`src/rtl/xm_mem_pkg.sv`:
```
// Shared types and constants for the memory access sequencer.
package xm_mem_pkg;

  // Sequencer states
  typedef enum logic [1:0] {
    ST_IDLE = 2'd0,
    ST_BUS  = 2'd1,
    ST_DONE = 2'd2,
    ST_ERR  = 2'd3
  } state_e;

  // Byte-enable patterns: [0] = even byte, [1] = odd byte
  localparam logic [1:0] BE_WORD = 2'b11;
  localparam logic [1:0] BE_LO   = 2'b01;
  localparam logic [1:0] BE_HI   = 2'b10;

  // Default wait-state limit when the bus timeout is built in
  localparam int unsigned TIMEOUT_CYCLES_DFLT = 255;

endpackage : xm_mem_pkg

```
`src/rtl/mem_lane_steer.sv`:
```
// Combinational byte-lane steering for bus writes and read alignment.
module mem_lane_steer
  import xm_mem_pkg::*;
#(
  parameter int unsigned WORD = 16
) (
  input  logic            byte_acc,
  input  logic            addr_lsb,
  input  logic [WORD-1:0] wdata,
  input  logic [WORD-1:0] bus_rdata,
  output logic [1:0]      be_c,
  output logic [WORD-1:0] wdata_c,
  output logic [WORD-1:0] rdata_c
);

  // Word accesses pass straight through; byte accesses replicate/select a lane
  always_comb begin
    be_c    = BE_WORD;
    wdata_c = wdata;
    rdata_c = bus_rdata;
    if (byte_acc) begin
      be_c    = addr_lsb ? BE_HI : BE_LO;
      wdata_c = WORD'({wdata[7:0], wdata[7:0]});
      rdata_c = WORD'(addr_lsb ? bus_rdata[15:8] : bus_rdata[7:0]);
    end
  end

endmodule : mem_lane_steer

```
`src/rtl/mem_access_ctrl.sv`:
```
// Request/acknowledge memory access sequencer between the register file
// and the external memory bus. Optional bus timeout: MEM_TIMEOUT_EN.
module mem_access_ctrl
  import xm_mem_pkg::*;
#(
  parameter int unsigned WORD           = 16,
  parameter int unsigned TIMEOUT_CYCLES = TIMEOUT_CYCLES_DFLT
) (
  input  logic            clk_i,
  input  logic            rst_i,
  input  logic            start_i,
  input  logic            we_i,
  input  logic            byte_i,
  input  logic [WORD-1:0] addr_i,
  input  logic [WORD-1:0] wdata_i,
  output logic [WORD-1:0] rdata_o,
  output logic            imdr_wr_o,
  output logic            done_o,
  output logic            busy_o,
  output logic            err_o,
  output logic            mem_cs_o,
  output logic            mem_we_o,
  output logic [WORD-1:0] mem_addr_o,
  output logic [1:0]      mem_be_o,
  output logic [WORD-1:0] mem_wdata_o,
  input  logic [WORD-1:0] mem_rdata_i,
  input  logic            mem_ack_i
);

  // Byte lanes are fixed at 8 bits, so the word must hold two of them
  if (WORD < 16 || (WORD % 2) != 0 || TIMEOUT_CYCLES == 0) begin : g_bad_param
    $error("mem_access_ctrl: WORD must be even and >= 16, TIMEOUT_CYCLES > 0");
  end

  state_e          state;
  logic            byte_q;
  logic            addr0_q;
  logic            steer_byte;
  logic            steer_lsb;
  logic [1:0]      be_c;
  logic [WORD-1:0] wdata_c;
  logic [WORD-1:0] rdata_c;

  // In IDLE the steering sees the live request; afterwards the latched one
  assign steer_byte = (state == ST_IDLE) ? byte_i    : byte_q;
  assign steer_lsb  = (state == ST_IDLE) ? addr_i[0] : addr0_q;

  mem_lane_steer #(.WORD(WORD)) u_lane_steer (
    .byte_acc  (steer_byte),
    .addr_lsb  (steer_lsb),
    .wdata     (wdata_i),
    .bus_rdata (mem_rdata_i),
    .be_c      (be_c),
    .wdata_c   (wdata_c),
    .rdata_c   (rdata_c)
  );

`ifdef MEM_TIMEOUT_EN
  localparam int unsigned CNT_W = $clog2(TIMEOUT_CYCLES + 1);
  logic [CNT_W-1:0] wait_cnt;
`endif

  // Sequencer FSM with registered bus and status outputs
  always_ff @(posedge clk_i or negedge rst_i) begin
    if (!rst_i) begin
      state       <= ST_IDLE;
      byte_q      <= 1'b0;
      addr0_q     <= 1'b0;
      rdata_o     <= '0;
      imdr_wr_o   <= 1'b0;
      done_o      <= 1'b0;
      busy_o      <= 1'b0;
      err_o       <= 1'b0;
      mem_cs_o    <= 1'b0;
      mem_we_o    <= 1'b0;
      mem_addr_o  <= '0;
      mem_be_o    <= 2'b00;
      mem_wdata_o <= '0;
`ifdef MEM_TIMEOUT_EN
      wait_cnt    <= '0;
`endif
    end else begin
      imdr_wr_o <= 1'b0;
      done_o    <= 1'b0;
      err_o     <= 1'b0;
      unique case (state)
        ST_IDLE: begin
          if (start_i) begin
            byte_q  <= byte_i;
            addr0_q <= addr_i[0];
            busy_o  <= 1'b1;
            if (!byte_i && addr_i[0]) begin
              // Misaligned word access: report without touching the bus
              state  <= ST_ERR;
              done_o <= 1'b1;
              err_o  <= 1'b1;
            end else begin
              state       <= ST_BUS;
              mem_cs_o    <= 1'b1;
              mem_we_o    <= we_i;
              mem_addr_o  <= {addr_i[WORD-1:1], 1'b0};
              mem_be_o    <= be_c;
              mem_wdata_o <= wdata_c;
`ifdef MEM_TIMEOUT_EN
              wait_cnt    <= '0;
`endif
            end
          end
        end
        ST_BUS: begin
          if (mem_ack_i) begin
            state     <= ST_DONE;
            mem_cs_o  <= 1'b0;
            done_o    <= 1'b1;
            imdr_wr_o <= !mem_we_o;
            if (!mem_we_o) rdata_o <= rdata_c;
          end
`ifdef MEM_TIMEOUT_EN
          else if (wait_cnt == CNT_W'(TIMEOUT_CYCLES - 1)) begin
            // Limit reached without ack: abandon the bus cycle
            state    <= ST_ERR;
            mem_cs_o <= 1'b0;
            done_o   <= 1'b1;
            err_o    <= 1'b1;
          end else begin
            wait_cnt <= wait_cnt + CNT_W'(1);
          end
`endif
        end
        ST_DONE: begin
          state  <= ST_IDLE;
          busy_o <= 1'b0;
        end
        ST_ERR: begin
          state  <= ST_IDLE;
          busy_o <= 1'b0;
        end
        default: begin
          state  <= ST_IDLE;
          busy_o <= 1'b0;
        end
      endcase
    end
  end

endmodule : mem_access_ctrl

```
`config.mk`:
```
export PLATFORM = sky130hd
export DESIGN_NAME = mem_access_ctrl
export DESIGN_NICKNAME = d
export VERILOG_FILES = /design/src/rtl/xm_mem_pkg.sv /design/src/rtl/mem_lane_steer.sv /design/src/rtl/mem_access_ctrl.sv
export SDC_FILE = /design/constraint.sdc
export NUM_CORES = 1
export LEC_CHECK = 0
export ABC_AREA = 1
export CORE_MARGIN = 8
export CORE_UTILIZATION = 40
export CTS_BUF_LIST = sky130_fd_sc_hd__clkbuf_4
export CTS_CLUSTER_SIZE = 24
export DETAILED_ROUTE_END_ITERATION = 6
export PLACE_DENSITY_LB_ADDON = 0.05
export SETUP_SLACK_MARGIN = 0.5
export SLEW_MARGIN = 20
export SYNTH_ARGS = -nofsm -noshare
export SYNTH_HDL_FRONTEND = slang
export SYNTH_SLANG_ARGS = --single-unit
```
`constraint.sdc`:
```
create_clock -name clk_i -period 1.17 [get_ports clk_i]
set_input_delay 0.117 -clock clk_i [delete_from_list [all_inputs] [get_ports clk_i]]
set_output_delay 0.117 -clock clk_i [all_outputs]
set_load 0.02 [all_outputs]
```
==> results of run 1 <==
[final timing paths]
| check | endpoint | startpoint | slack, ns | depth (start not counted) |
|---|---|---|---|---|
| setup / recovery | mem_wdata_o[4] | state[1] | -0.19 | 7 |
| hold / removal | mem_addr_o[12] | addr_i[12] | 0.24 | 3 |
| setup reg to reg | mem_wdata_o[4] | state[1] | -0.19 | 7 |
| hold reg to reg | mem_addr_o[15] | mem_addr_o[15] | 0.51 | 2 |
| max in group asynchronous | rdata_o[13] | rst_i | 0.63 | 3 |
| min in group asynchronous | busy_o | rst_i | 0.26 | 3 |
[registers in the layout, summed over array words and instances, names as in the netlist]
| name | cells |
|---|---|
| mem_we_o | 1 |
| busy_o | 1 |
| state | 2 |
| mem_cs_o | 1 |
| byte_q | 1 |
| done_o | 1 |
| imdr_wr_o | 1 |
| mem_addr_o | 15 |
| rdata_o | 16 |
| mem_be_o | 2 |
| addr0_q | 1 |
| mem_wdata_o | 16 |
| err_o | 1 |
[metrics by stage]
step / total power [W] / TNS (ns) / cell area [um^2] / hold slack, ns / std cells
after floorplan: 0.006443 / -2.493 / 2703 / -0.1786 / 314
after global placement: 0.009258 / -9.933 / 4026 / 0.1488 / 515
after detailed placement: 0.009327 / -10.79 / 4026 / 0.1501 / 515
after CTS: 0.01192 / -6.666 / 4588 / 0.2226 / 558
after global routing: 0.01383 / -11.29 / 5062 / 0.2449 / 583
final: 0.01309 / -7.909 / 5062 / 0.2436 / 583
[logic make-up after synthesis]
| logic type | after synthesis | synth area share [%] |
|---|---|---|
| AO/OA/AOI/OAI | 22 | 5.339 |
| buffers and inverters | 52 | 10.12 |
| flip-flops | 59 | 54.78 |
| other | 1 | 0.1391 |
| AND/OR/NAND/NOR | 180 | 29.62 |
[metal layers]
metal / vias up / share of wire [%] / GRT usage, %
met5: - / 0 / 0
met1: 1231 / 39 / 17.85
met3: 14 / 6.6 / 5.405
li1: 1332 / - / -
met2: 79 / 53 / 28.08
met4: 0 / 1.8 / 7.914
[worst register-to-register path: stages, from the launching register on]
cell and delay [ns]:
dfrtp_2 0.45, nor2_4 0.18, nand2_4 0.09, nor2_8 0.18, inv_8 0.08, clkbuf_16 0.17, nand2_2 0.06, o21ai_2 0.04
[synthesized netlist by cell type (all sizes together)]
library cell	count	share of area [%]
buf	11	4.3
conb	1	0.14
dfrtp	59	55
inv	41	5.8
nand2	148	22
nand3	26	5.3
nor2	6	2.4
o21ai	20	4.8
o22ai	1	0.23
o31ai	1	0.28
[layout make-up]
class	count	share of cell area [%]
timing repair buffer	184	38.24
multi-input combinational	204	25.28
tap	80	1.977
clock buffer	10	1.483
clock inverter	5	0.4202
inverter	41	3.386
sequential	59	29.21
[cells in the final DEF (no fill, tap or decap), drive strengths merged]
master,n
nand2,149
clkbuf,12
clkinv,5
o31ai,1
nor2,6
inv,41
bufbuf,1
dlygate4sd3,1
o22ai,1
dfrtp,59
buf,128
clkdlybuf4s50,52
conb,1
nand3,26
o21ai,20
[timing repair]
action / in CTS / in global routing
gates cloned: 3 / 2
pin swaps: 29 / 16
endpoints found under the hold margin: 59 / 0
gates resized for setup: 385 / 68
setup buffers: 24 / 23
hold buffers: 1 / 0
endpoints found under the setup margin: 114 / 114
[power by group through the flow]
stage	clock (W)	combinational [W]	sequential, W
floorplan	0	0.00179	0.00465
global placement	0	0.00570	0.00356
detailed placement	0	0.00576	0.00357
CTS	0.00118	0.00702	0.00372
global route	0.00124	0.00874	0.00385
finish	0.00114	0.00820	0.00375
==> impl_metrics.json, run 1 <==
{
  "crit_slowest_cell": "dfrtp_2",
  "grt_usage_pct": 16.40,
  "drt_iter0_markers": 46,
  "ctsHtreeMaxLevel": 3,
  "vias": 2656,
  "worstPathArrival_ns": 1.65,
  "gp_congestion": 0.7476,
  "utilization_pct": 76.20,
  "root_buffer": "clkbuf_4",
  "leakage_nw": 2.635,
  "violations": "setup timing",
  "syn2layout_area_growth_pct": 87.84,
  "syn_nets": 368,
  "clockPowerShare_pct": 8.7,
  "p_int_w": 0.007788,
  "hold_viol": 0,
  "power_density_nw_per_um2": 2585,
  "cts_buffer_depth": 2,
  "cts_num_sinks": 59,
  "grt_start_max_net_pins": 60,
  "worstPathRequired_ns": 1.46,
  "wl_um": 8359,
  "path_buf_inv": 2,
  "crit_type": "register to register",
  "hold_class": "primary input to register",
  "multi_input_area_um2": 1280,
  "vias_per_cell": 4.556,
  "status": "finished, violations left",
  "drtAntennaViolNets": 0,
  "critPathLaunchType": "register",
  "dp_hpwl_um": 5311,
  "final-seq-area_um2": 1479,
  "ios": 110,
  "diodes": 0,
  "cp-end-kind": "register",
  "rsz0062_at_grt": "yes",
  "place_ws_ns": -0.2474,
  "wl_per_cell_um": 14.34,
  "clkTransAtPathRegs_ns": 0.11,
  "worstSkewPairLatency_ns": 0.40,
  "syn_area_um2": 2695,
  "p_seq_share_pct": 28.7,
  "synth_seq_cells": 59,
  "portBuffers": 108,
  "numCtsBuffers": 9,
  "setup_viol": 57,
  "die_x_um": 98.09,
  "max-cap-violations": 0,
  "antenna_found_initial": 0,
  "fill_cells": 511,
  "finalCritPeriodShare_pct": 116.2,
  "die_h_um": 98.09,
  "fin_crit_ns": 1.360,
  "dieArea_um2": 9621,
  "worstPathCellList": "nor2_4 > nand2_4 > nor2_8 > inv_8 > clkbuf_16 > nand2_2 > o21ai_2",
  "skew_ns": 0.01542,
  "grt_pass1_wl_um": 12660,
  "grt_pass1_vias": 2687,
  "rows": 30,
  "pwr-share-comb_pct": 62.6,
  "yosysSeqAreaShare_pct": 54.78,
  "ir_worst_vdd_mv": 1.216,
  "path_max_fanout": 8,
  "fin_ws_ns": -0.1896,
  "syn_inst": 314,
  "ys_warn_count": 0,
  "grt-ovfl-total": 0,
  "avgSynthCellArea_um2": 8.583,
  "drive_gt1_share_pct": 49.30,
  "critical_path.top_delay_family": "simple AND/OR/NAND/NOR gates",
  "final_nets": 553,
  "p_sw_w": 0.005298,
  "fmaxAchievable_ghz": 0.7355,
  "first_pass_iters": 6,
  "slowest_delay_ns": 0.45,
  "yosysUniqueCellTypes": 21,
  "start_util_pct": 40.56,
  "maxSlewViolCount": 0,
  "drc": 0,
  "core_area_um2": 6644,
  "switching_share_pct": 40.48,
  "cts_tree": "yes"
}
(Power assumes the default switching activity.)
==> inputs of run 2 (changes only) <==
Settings changed: GPL_TIMING_DRIVEN from default to 0.
==> impl_metrics.json, run 2 (synthesized netlist as in run 1, its figures left out) <==
{
  "critical_path.top_delay_family": "simple AND/OR/NAND/NOR gates",
  "wl_per_cell_um": 13.94,
  "power_density_nw_per_um2": 2636,
  "grt_start_max_net_pins": 38,
  "ir_worst_vdd_mv": 1.402,
  "fin_crit_ns": 1.340,
  "gp_congestion": 0.7232,
  "core_area_um2": 6644,
  "skew_ns": 0.01497,
  "grt_pass1_vias": 2536,
  "critPathLaunchType": "register",
  "top_regs": "mem_wdata_o x16, rdata_o x16, mem_addr_o x15",
  "hold_viol": 59,
  "cts_buffer_depth": 2,
  "start_util_pct": 40.56,
  "drive_gt1_share_pct": 34.79,
  "reg2reg_slack_ns": -0.17,
  "finalCritPeriodShare_pct": 114.6,
  "hold_class": "primary input to asynchronous set/reset pin",
  "layoutNonFillerInstCount": 560,
  "design_area_um2": 4528,
  "dieArea_um2": 9621,
  "crit_type": "register to register",
  "path_common_cell": "nand3_1",
  "crit_start": "state[1]",
  "first_pass_iters": 4,
  "cts_num_sinks": 59,
  "fmaxAchievable_ghz": 0.7460,
  "tns_ns": -6.870,
  "drt_iter0_markers": 78,
  "crit_slowest_cell": "dfrtp_2",
  "cts_tree": "yes",
  "fin_ws_ns": -0.1704,
  "dpl.cell_count": 503,
  "syn2layout_area_growth_pct": 68.01,
  "fill_cells": 573,
  "utilization_pct": 68.15,
  "cp-end-kind": "register",
  "drc": 0,
  "status": "finished, violations left",
  "total_power_w": 0.01194,
  "diodes": 0,
  "rsz0062_at_grt": "yes",
  "antenna_found_initial": 0,
  "final_cell_mix": "128 x nand2_1, 65 x buf_6, 56 x dfrtp_1",
  "placed_area_um2": 3901,
  "clkTransAtPathRegs_ns": 0.10,
  "ctsHtreeMaxLevel": 3,
  "grt_usage_pct": 15.99,
  "rr_worst_depth": 7,
  "mostFrequentLayoutCell": "nand2_1",
  "worstPathCellList": "nor2_4 > nand2_2 > nand2_8 > clkbuf_16 > nand3_1 > nand3_1 > nand2_1",
  "ios": 110,
  "slowest_delay_ns": 0.46,
  "grt_pass1_wl_um": 12410,
  "grt-ovfl-total": 0,
  "worstPathArrival_ns": 1.62,
  "violations": "hold timing, setup timing",
  "setup_viol": 53,
  "numCtsBuffers": 9,
  "timing.hold.ws_ns": -0.3816,
  "die_h_um": 98.09,
  "portBuffers": 108,
  "leakage_nw": 2.401,
  "rr_endpoint": "rdata_o[4]",
  "vias_per_cell": 4.473,
  "vias": 2505,
  "max-cap-violations": 0,
  "worstPathRequired_ns": 1.45,
  "final_nets": 530,
  "drtAntennaViolNets": 0,
  "rows": 30,
  "wl_um": 7806,
  "dp_hpwl_um": 5338,
  "worstSkewPairLatency_ns": 0.38,
  "path_buf_inv": 1,
  "maxSlewViolCount": 0,
  "root_buffer": "clkbuf_4",
  "die_x_um": 98.09,
  "rr_startpoint": "state[1]",
  "path_max_fanout": 6
}
## run 2: changes by cell type in the layout (fill, tap and decap cells not counted), sizes merged
cell and delta:
nand2 -1, clkinv -2, dlygate4sd3 -1, bufinv +1, buf -19, bufbuf -1
## run 2: cell type report
class                      count  area [um^2]  share of cell area [%]
buffer                        11        136.4                   3.012
inverter                      41        163.9                   3.620
clock buffer                  11        82.58                   1.824
timing repair buffer         151         1516                   33.49
multi-input combinational    203         1006                   22.22
tap                           80        100.1                   2.211
clock inverter                 4        42.54                  0.9395
sequential                    59         1480                   32.69
## run 2: report_power, final
part / switching [W] / internal [W]
Sequential: 0.000751 / 0.00299
Clock: 0.000715 / 0.000673
Combinational: 0.00330 / 0.00351
## run 2: through the flow
step           hold slack [ns]  setup WS (ns)
2_1_floorplan          -0.1786       -0.08687
3_3_place_gp            0.4544         -2.278
3_5_place_dp           0.03662        -0.3091
4_1_cts                -0.3961        -0.1775
5_1_grt                -0.3889        -0.2383
6_report               -0.3816        -0.1704
## run 2: repair_timing
| action | in CTS | in global routing |
|---|---|---|
| setup buffers | 21 | 19 |
| endpoints found under the hold margin | 59 | 59 |
| resized for setup | 343 | 27 |
| setup endpoints to repair | 114 | 114 |
| pin swaps | 4 | 7 |
| cloned | 1 | 1 |
## run 2: worst max path at each step
stage               cells after the start  slack [ns]        endpoint
finish                                  7       -0.17      rdata_o[4]
detailed placement                      8       -0.31  mem_wdata_o[3]
CTS                                     7       -0.18      rdata_o[3]
floorplan                               7       -0.09  mem_wdata_o[2]
global route                            7       -0.24      rdata_o[7]
global placement                        1       -2.28        state[0]
## run 2: per-layer routing
layer  global-route usage, %  wire (um)
met1                   18.47       3341
met2                   26.82       3924
met3                   5.477        477
met4                   5.755         62
met5                       0          0
==> inputs of run 3 (changes only) <==
Settings changed: ABC_CLOCK_PERIOD_IN_PS from default to 1100.
Clock period 1.17 ns to 1.1 ns, I/O delays scaled along.
==> impl_metrics.json, run 3 (synthesized netlist as in run 1, its figures left out) <==
{
  "status": "finished, violations left",
  "violations": "hold timing, setup timing",
  "drtAntennaViolNets": 0,
  "root_buffer": "clkbuf_4",
  "mostFrequentLayoutCell": "nand2_1",
  "tns_ns": -11.05,
  "vias_per_cell": 4.631,
  "path_max_fanout": 4,
  "top_regs": "mem_wdata_o x16, rdata_o x16, mem_addr_o x15",
  "antenna_found_initial": 0,
  "clkTransAtPathRegs_ns": 0.11,
  "cp-end-kind": "register",
  "rsz0062_at_grt": "yes",
  "worstPathArrival_ns": 1.70,
  "design_area_um2": 4736,
  "met3_usage_pct": 6.401,
  "gp_congestion": 0.7527,
  "dieArea_um2": 9621,
  "reg2reg_slack_ns": -0.26,
  "fill_cells": 512,
  "gr-max-usage-layer": "met2",
  "cts_tree": "yes",
  "critPathLaunchType": "register",
  "worstSkewPairLatency_ns": 0.40,
  "drive_gt1_share_pct": 39.37,
  "slowest_delay_ns": 0.46,
  "final_cell_mix": "118 x nand2_1, 65 x buf_6, 56 x dfrtp_1",
  "skew_ns": 0.01201,
  "grt-ovfl-total": 0,
  "drt_iter0_markers": 82,
  "ios": 110,
  "path_common_cell": "buf_6",
  "ctsHtreeMaxLevel": 3,
  "drc": 0,
  "fin_crit_ns": 1.356,
  "power_density_nw_per_um2": 2782,
  "grt_usage_pct": 16.53,
  "rr_startpoint": "state[1]",
  "die_x_um": 98.09,
  "fmaxAchievable_ghz": 0.7375,
  "cts_num_sinks": 59,
  "total_power_w": 0.01318,
  "worstPathCellList": "nor2_4 > nand2_4 > nor2_8 > buf_6 > buf_6 > nand3_2 > nand2_1",
  "core_area_um2": 6644,
  "wl_um": 8332,
  "vias": 2570,
  "worstPathRequired_ns": 1.44,
  "numCtsBuffers": 9,
  "grt_pass1_vias": 2636,
  "wl_per_cell_um": 15.01,
  "final-seq-area_um2": 1480,
  "finalCritPeriodShare_pct": 123.3,
  "use_met2_pct": 28.13,
  "max-cap-violations": 0,
  "rr_worst_depth": 7,
  "die_h_um": 98.09,
  "cts_buffer_depth": 2,
  "diodes": 0,
  "final_nets": 524,
  "timing.hold.ws_ns": -0.4338,
  "portBuffers": 108,
  "hold_class": "primary input to asynchronous set/reset pin",
  "fin_ws_ns": -0.2560,
  "rr_endpoint": "mem_wdata_o[9]",
  "grt_start_max_net_pins": 42,
  "first_pass_iters": 4,
  "ir_worst_vdd_mv": 1.480,
  "setup_viol": 55,
  "leakage_nw": 2.432,
  "hold_viol": 59,
  "placed_area_um2": 3902,
  "maxSlewViolCount": 0,
  "met1_usage_pct": 17.36,
  "multi_input_area_um2": 1160,
  "grt_pass1_wl_um": 12630,
  "crit_slowest_cell": "dfrtp_2",
  "dp_hpwl_um": 5449,
  "rows": 30,
  "crit_type": "register to register",
  "syn2layout_area_growth_pct": 75.72,
  "start_util_pct": 40.56
}
run 3: per-layer routing:
| metal | wire, um | vias to the layer above |
|---|---|---|
| li1 | - | 1270 |
| met1 | 3319 | 1211 |
| met2 | 4242 | 76 |
| met3 | 614 | 13 |
| met4 | 155 | 0 |
| met5 | 0 | - |
run 3: where the power goes:
| group | switching [W] | internal, W | leakage [nW] | total (W) |
|---|---|---|---|---|
| logic | 0.00382 | 0.00385 | 1.64 | 0.00767 |
| registers | 0.000790 | 0.00318 | 0.730 | 0.00397 |
| clock network | 0.000862 | 0.000678 | 0.0616 | 0.00154 |
run 3: how the worst max path moves through the flow:
stage	end	from	slack [ns]
2_1_floorplan	mem_wdata_o[2]	state[1]	-0.16
3_3_place_gp	mem_we_o	rst_i	-2.32
3_5_place_dp	mem_wdata_o[5]	addr_i[0]	-0.36
4_1_cts	rdata_o[2]	state[0]	-0.24
5_1_grt	rdata_o[0]	state[1]	-0.35
6_report	mem_wdata_o[9]	state[1]	-0.26
run 3: cell type report:
cell class                 instances  area share (%)
multi-input combinational        203           24.49
inverter                          41           3.567
tap                               80           2.114
timing repair buffer             145           32.58
clock buffer                       9           1.427
clock inverter                     7           1.453
buffer                            11           3.118
sequential                        59           31.25
run 3: through the flow:
step	setup WS (ns)	instances	util, %
floorplan	-0.1569	314	-
global placement	-2.321	502	58.47
detailed placement	-0.3641	503	58.74
CTS	-0.2380	542	66.80
global route	-0.3534	555	71.28
finish	-0.2560	555	71.28
run 3: what timing repair did:
action,CTS,global route
setup endpoints to repair,114,114
cloned,3,2
hold endpoints to repair,59,59
setup buffers,20,11
pin swaps,8,30
gates resized for setup,371,42
run 3: worst max-delay path, delay by kind of cell, from the launching register on:
family	cells	cell delay (ns)
flops	1	0.46
buf+inv	2	0.27
simple gates	5	0.54
==> RTL change 1 (config.mk and constraints of run 1) <==
Encoding of `state_e`: now one-hot (4 bits for 4 states).
--- a/src/rtl/xm_mem_pkg.sv
+++ b/src/rtl/xm_mem_pkg.sv
@@ -2,11 +2,11 @@
 package xm_mem_pkg;
 
   // Sequencer states
-  typedef enum logic [1:0] {
-    ST_IDLE = 2'd0,
-    ST_BUS  = 2'd1,
-    ST_DONE = 2'd2,
-    ST_ERR  = 2'd3
+  typedef enum logic [3:0] {
+    ST_IDLE = 4'b0001,
+    ST_BUS  = 4'b0010,
+    ST_DONE = 4'b0100,
+    ST_ERR  = 4'b1000
   } state_e;
 
   // Byte-enable patterns: [0] = even byte, [1] = odd byte
Formal check against the unedited RTL: no difference found for any inputs over 4 cycles, from zero or initial values and one cycle with rst_i low; so few cycles prove little.
==> RTL change 1 against run 1 <==
Critical endpoint unchanged; sequential cell count increased by 2; synthesized area fell by 1.7%; worst setup slack got worse by 190 ps; wire length decreased by 5.9%; first-iteration DRC count grew 100%; total power down 7.5%; via count is 2.8% lower; clock power increased by 43%; fmax shrank 12%; highest routed layer unchanged; the run still ends with setup timing left; final area fell by 9.6%; largest cell class unchanged.
==> RTL change 1: results (changes against run 1) <==
metric;value;unit;change
number of global-route vias before repair;2710;;+0.86%
R2R cell count;9;;+2
Hold Crit Class;input pin to async pin;;
drt initial violations;93;;+100%
Post-DP HPWL;5.34;mm;+0.55%
clock skew;8.06;ps;-7.36 ps
Synth Area in XOR/XNOR;0;;unchanged
most instantiated cells after synthesis;nand2_1, dfrtp_1, nand3_1;;
Distinct cells, synth;25;;+19%
largest net degree at the start of global routing;62;;+3.3%
Compound-Gate Fraction of Synth Area;0.0288;;-0.0246
Pleak;2.43;nW;-7.7%
main area contributors after synthesis;dfrtp_1, nand2_1, nand3_1;;
failing checks;setup timing;;
Num CTS Buffers;9;;unchanged
master of the slowest instance on the critical path;dfstp_2;;
maximum root-to-sink buffer count;2;;unchanged
initial antenna violation count;0;;unchanged
TritonRoute pass-1 iters;4;;-2
number of diodes;0;;unchanged
sequential element share of the synthesized area;0.577;;+0.0289
Yosys top cell area share;0.567;;+0.0190
routed length per placed instance;14.0;um;-2.1%
clock latency on the worst-skew pair;400;ps;about the same
first-pass GRT wire length;13.0;mm;+2.5%
Total GRT Usage;0.168;;+0.00406
Crit Path Max Fanout;19;;+11
status;finished, violations left;;
share of layout cells above drive strength 1;0.317;;-0.176
Worst path max stage delay;540;ps;+90 ps
nets;532;;-3.8%
Pins Over Slew Limit;0;;unchanged
final setup violation count;61;;+7.0%
multiplexer area fraction after synthesis;0;;unchanged
placed inst area;4000;um2;-0.78%
crit-path leading delay family;flip-flops;;
routed via count;2582;;-2.8%
Net Count, Synth;366;;-0.54%
Critical Path AT;1840;ps;+190 ps
RePlAce Congestion;0.779;;+4.1%
setup ws final;-377;ps;-188 ps
P_int;7.41;mW;-4.8%
Fill cells;515;;+0.78%
Setup Total Neg Slack;-18930;ps;-11020 ps
Primary FF master, synth;dfrtp_1;;
peak supply drop;1.54;mV;+27%
-- RTL change 1: cell count changes after synthesis, sizes merged, moves of 2 or more --
cell,delta
o21ai,-6
clkinv,+2
nand3,+9
or2,+8
nor2,+3
inv,-8
nand2,-12
-- RTL change 1: what timing repair did --
| action | 4_1_cts | 5_1_grt |
|---|---|---|
| endpoints found under the setup margin | 116 | 116 |
| pin swaps | 1 | 1 |
| setup buffers | 20 | 16 |
| cloned | 1 | 0 |
| hold endpoints to repair | 61 | 0 |
| hold buffers | 1 | 0 |
| gates resized for setup | 346 | 4 |
-- RTL change 1: worst paths after layout --
path                       slack [ps]             end   startpoint
max                              -380  mem_wdata_o[4]     state[0]
min                               230  mem_wdata_o[2]        rst_i
max reg2reg                      -380  mem_wdata_o[4]     state[0]
min reg2reg                       500     rdata_o[14]  rdata_o[14]
max in group asynchronous         610        state[0]        rst_i
min in group clk_i                240  mem_addr_o[14]   addr_i[14]
-- RTL change 1: layer usage --
metal	vias up	GRT usage	wire length, um	part of all wire
met5	-	0	0	0
met2	90	0.264	3750	0.48
met3	14	0.0640	594	0.076
met1	1190	0.195	3330	0.42
met4	0	0.0839	180	0.023
li1	1288	-	-	-
-- RTL change 1: power by group through the flow --
stage	Clock [mW]	Sequential (mW)	Combinational [mW]
global route	1.75	3.85	7.30
detailed placement	0	3.60	5.76
global placement	0	3.57	5.68
finish	1.63	3.75	6.73
CTS	1.66	3.74	6.44
floorplan	0	4.59	1.86
-- RTL change 1: layout make-up --
type,count,share of cell area
clock buffer,10,0.0164
clock inverter,6,0.0169
inverter,35,0.0325
multi-input combinational,205,0.204
sequential,61,0.334
tap,77,0.0210
timing repair buffer,166,0.375
-- RTL change 1: cell families after synthesis --
family	Yosys count
other	1
and+or+nand+nor	189
AOI/OAI and AO/OA	15
buffers and inverters	46
DFF	61
-- RTL change 1: worst register-to-register path: stages (launching register included) --
cell and delay, ps:
dfstp_2 540, inv_2 50, nor2_4 100, nand2_2 80
buf_4 150, nor2_4 110, nand2_4 120, buf_12 180
nand2_1 70, o21ai_1 60
-- RTL change 1: through the flow --
stage	utilization	hold WS [ps]	total power [mW]	setup WS (ps)	instances
CTS	0.696	218	11.8	-359	544
global route	0.717	230	12.9	-467	560
detailed placement	0.626	154	9.36	-409	506
floorplan	-	-179	6.45	-259	312
finish	0.717	228	12.1	-377	560
global placement	0.626	152	9.25	-365	506
==> RTL change 2 (settings of run 1) <==
Without the edit above. `WORD` is set to 16 in 2 places; all go to 24.
--- a/src/rtl/mem_lane_steer.sv
+++ b/src/rtl/mem_lane_steer.sv
@@ -2,7 +2,7 @@
 module mem_lane_steer
   import xm_mem_pkg::*;
 #(
-  parameter int unsigned WORD = 16
+  parameter int unsigned WORD = 24
 ) (
   input  logic            byte_acc,
   input  logic            addr_lsb,
--- a/src/rtl/mem_access_ctrl.sv
+++ b/src/rtl/mem_access_ctrl.sv
@@ -3,7 +3,7 @@
 module mem_access_ctrl
   import xm_mem_pkg::*;
 #(
-  parameter int unsigned WORD           = 16,
+  parameter int unsigned WORD           = 24,
   parameter int unsigned TIMEOUT_CYCLES = TIMEOUT_CYCLES_DFLT
 ) (
   input  logic            clk_i,
Interface: changed (6 resized); port bits go from 110 to 158. The function was not compared with the original's and may differ.
==> RTL change 2 against run 1 <==
The flow still finishes with violations (setup timing); clock skew is 1.3 ps higher; synthesized area grew 28%; total power is 27% higher; via count grew 28%; count of clock-buffer cells in the layout unchanged; wire length grew 28%; sequential cell count is 24 higher; worst setup slack worse by 31 ps; cell count is 28% higher; final area up 23%; fmax decreased by 2.2%; critical endpoint is now mem_wdata_o[8]; largest power group unchanged; highest routed layer unchanged.
==> RTL change 2: results (changes against run 1) <==
metric;value;unit;change
failing checks;setup timing;;
largest net degree at the start of global routing;41;;-32%
clock latency on the worst-skew pair;430;ps;+30 ps
most instantiated cells after synthesis;nand2_1, dfrtp_1, inv_1;;
TritonRoute pass-1 iters;4;;-2
drt initial violations;102;;+120%
P_int;9.94;mW;+28%
sequential element share of the synthesized area;0.601;;+0.0530
Placed Cells incl. Taps;682;;+32%
Post-DP HPWL;7.71;mm;+45%
met2 global-route usage;0.286;;+0.00471
final setup violation count;79;;+39%
main area contributors after synthesis;dfrtp_1, nand2_1, nand3_1;;
Critical Path AT;1770;ps;+120 ps
peak supply drop;1.25;mV;+3.0%
Crit Path Max Fanout;19;;+11
Avg Cell Area, Syn;8.47;um2;-1.3%
met1 usage;0.213;;+0.0344
DP Worst Slack;-279;ps;-31.3 ps
Pleak;3.24;nW;+23%
clock skew;16.8;ps;+1.35 ps
number of global-route vias before repair;3488;;+30%
Hold Crit Class;input pin to async pin;;
share of layout cells above drive strength 1;0.353;;-0.140
first-pass GRT wire length;16.8;mm;+32%
status;finished, violations left;;
Distinct cells, synth;18;;-14%
Total GRT Usage;0.178;;+0.0139
setup ws final;-220;ps;-30.5 ps
==> RTL change 2: cell types whose count changed after synthesis, sizes merged <==
cell,before,now
nand2,148,197
dfrtp,59,83
o21ai,20,29
nand3,26,33
buf,11,16
clkbuf,0,1
nor2,6,5
==> RTL change 2: layer usage <==
metal  vias to the layer above  part of all wire
met5                         -                 0
met4                         0             0.012
met3                        10              0.10
met2                       121              0.49
met1                      1577              0.40
li1                       1699                 -
==> RTL change 2: kinds of logic (layout without fill, tap and decap cells) <==
family                 Yosys count  after routing  share of synthesized area
AO/OA/AOI/OAI                   31             31                     0.0460
buffers and inverters           58            288                     0.0756
flip-flops                      83             83                      0.601
other                            1              1                    0.00108
AND/OR/NAND/NOR                235            235                      0.277
==> RTL change 2: final timing paths <==
| check | from | endpoint | slack, ps | depth (start not counted) |
|---|---|---|---|---|
| worst max-delay path | state[1] | mem_wdata_o[8] | -220 | 6 |
| worst min-delay path | rst_i | rdata_o[10] | 90 | 2 |
| worst max register to register | state[1] | mem_wdata_o[8] | -220 | 6 |
| max in group asynchronous | rst_i | mem_wdata_o[20] | 580 | 3 |
| min in group clk_i | addr_i[9] | mem_addr_o[9] | 200 | 3 |
| worst min register to register | mem_addr_o[8] | mem_addr_o[8] | 510 | 2 |
==> RTL change 2: power by group through the flow <==
| stage | sequential (mW) | combinational, mW | clock (mW) |
|---|---|---|---|
| final | 5.26 | 9.67 | 1.68 |
| after global routing | 5.39 | 10.4 | 1.88 |
| after CTS | 5.24 | 8.70 | 1.73 |
| after detailed placement | 5.03 | 7.54 | 0 |
| after global placement | 5.00 | 7.45 | 0 |
| after floorplan | 6.58 | 2.05 | 0 |
==> RTL change 2: final cells by class <==
| cell class | instances | share of cell area |
|---|---|---|
| repair buffers | 231 | 0.381 |
| flip-flops and latches | 83 | 0.333 |
| multi-input cells | 267 | 0.214 |
| inverters | 41 | 0.0279 |
| well taps | 108 | 0.0217 |
| clock buffers | 10 | 0.0120 |
| clock inverters | 6 | 0.0106 |
==> RTL change 2: worst max-delay path, delay by kind of cell (launching register included) <==
kind          cells  cell delay [ps]
flops             1              460
buf+inv           1              260
simple gates      5              620
==> RTL change 2: timing repair <==
item                                   4_1_cts  5_1_grt
setup endpoints to repair                  162      162
pin swaps                                   18        9
gates resized for setup                    536       42
gates cloned                                 1        1
endpoints found under the hold margin       83        0
buffers inserted                            18       27
hold buffers                                 1        0
==> RTL change 2: metrics by stage <==
stage                util  area (um2)  TNS, ps
floorplan               -        3480    -5850
global placement    0.619        5290   -16440
detailed placement  0.619        5290   -18230
CTS                 0.688        5880    -9990
global route        0.730        6240   -15970
finish              0.730        6240   -10780
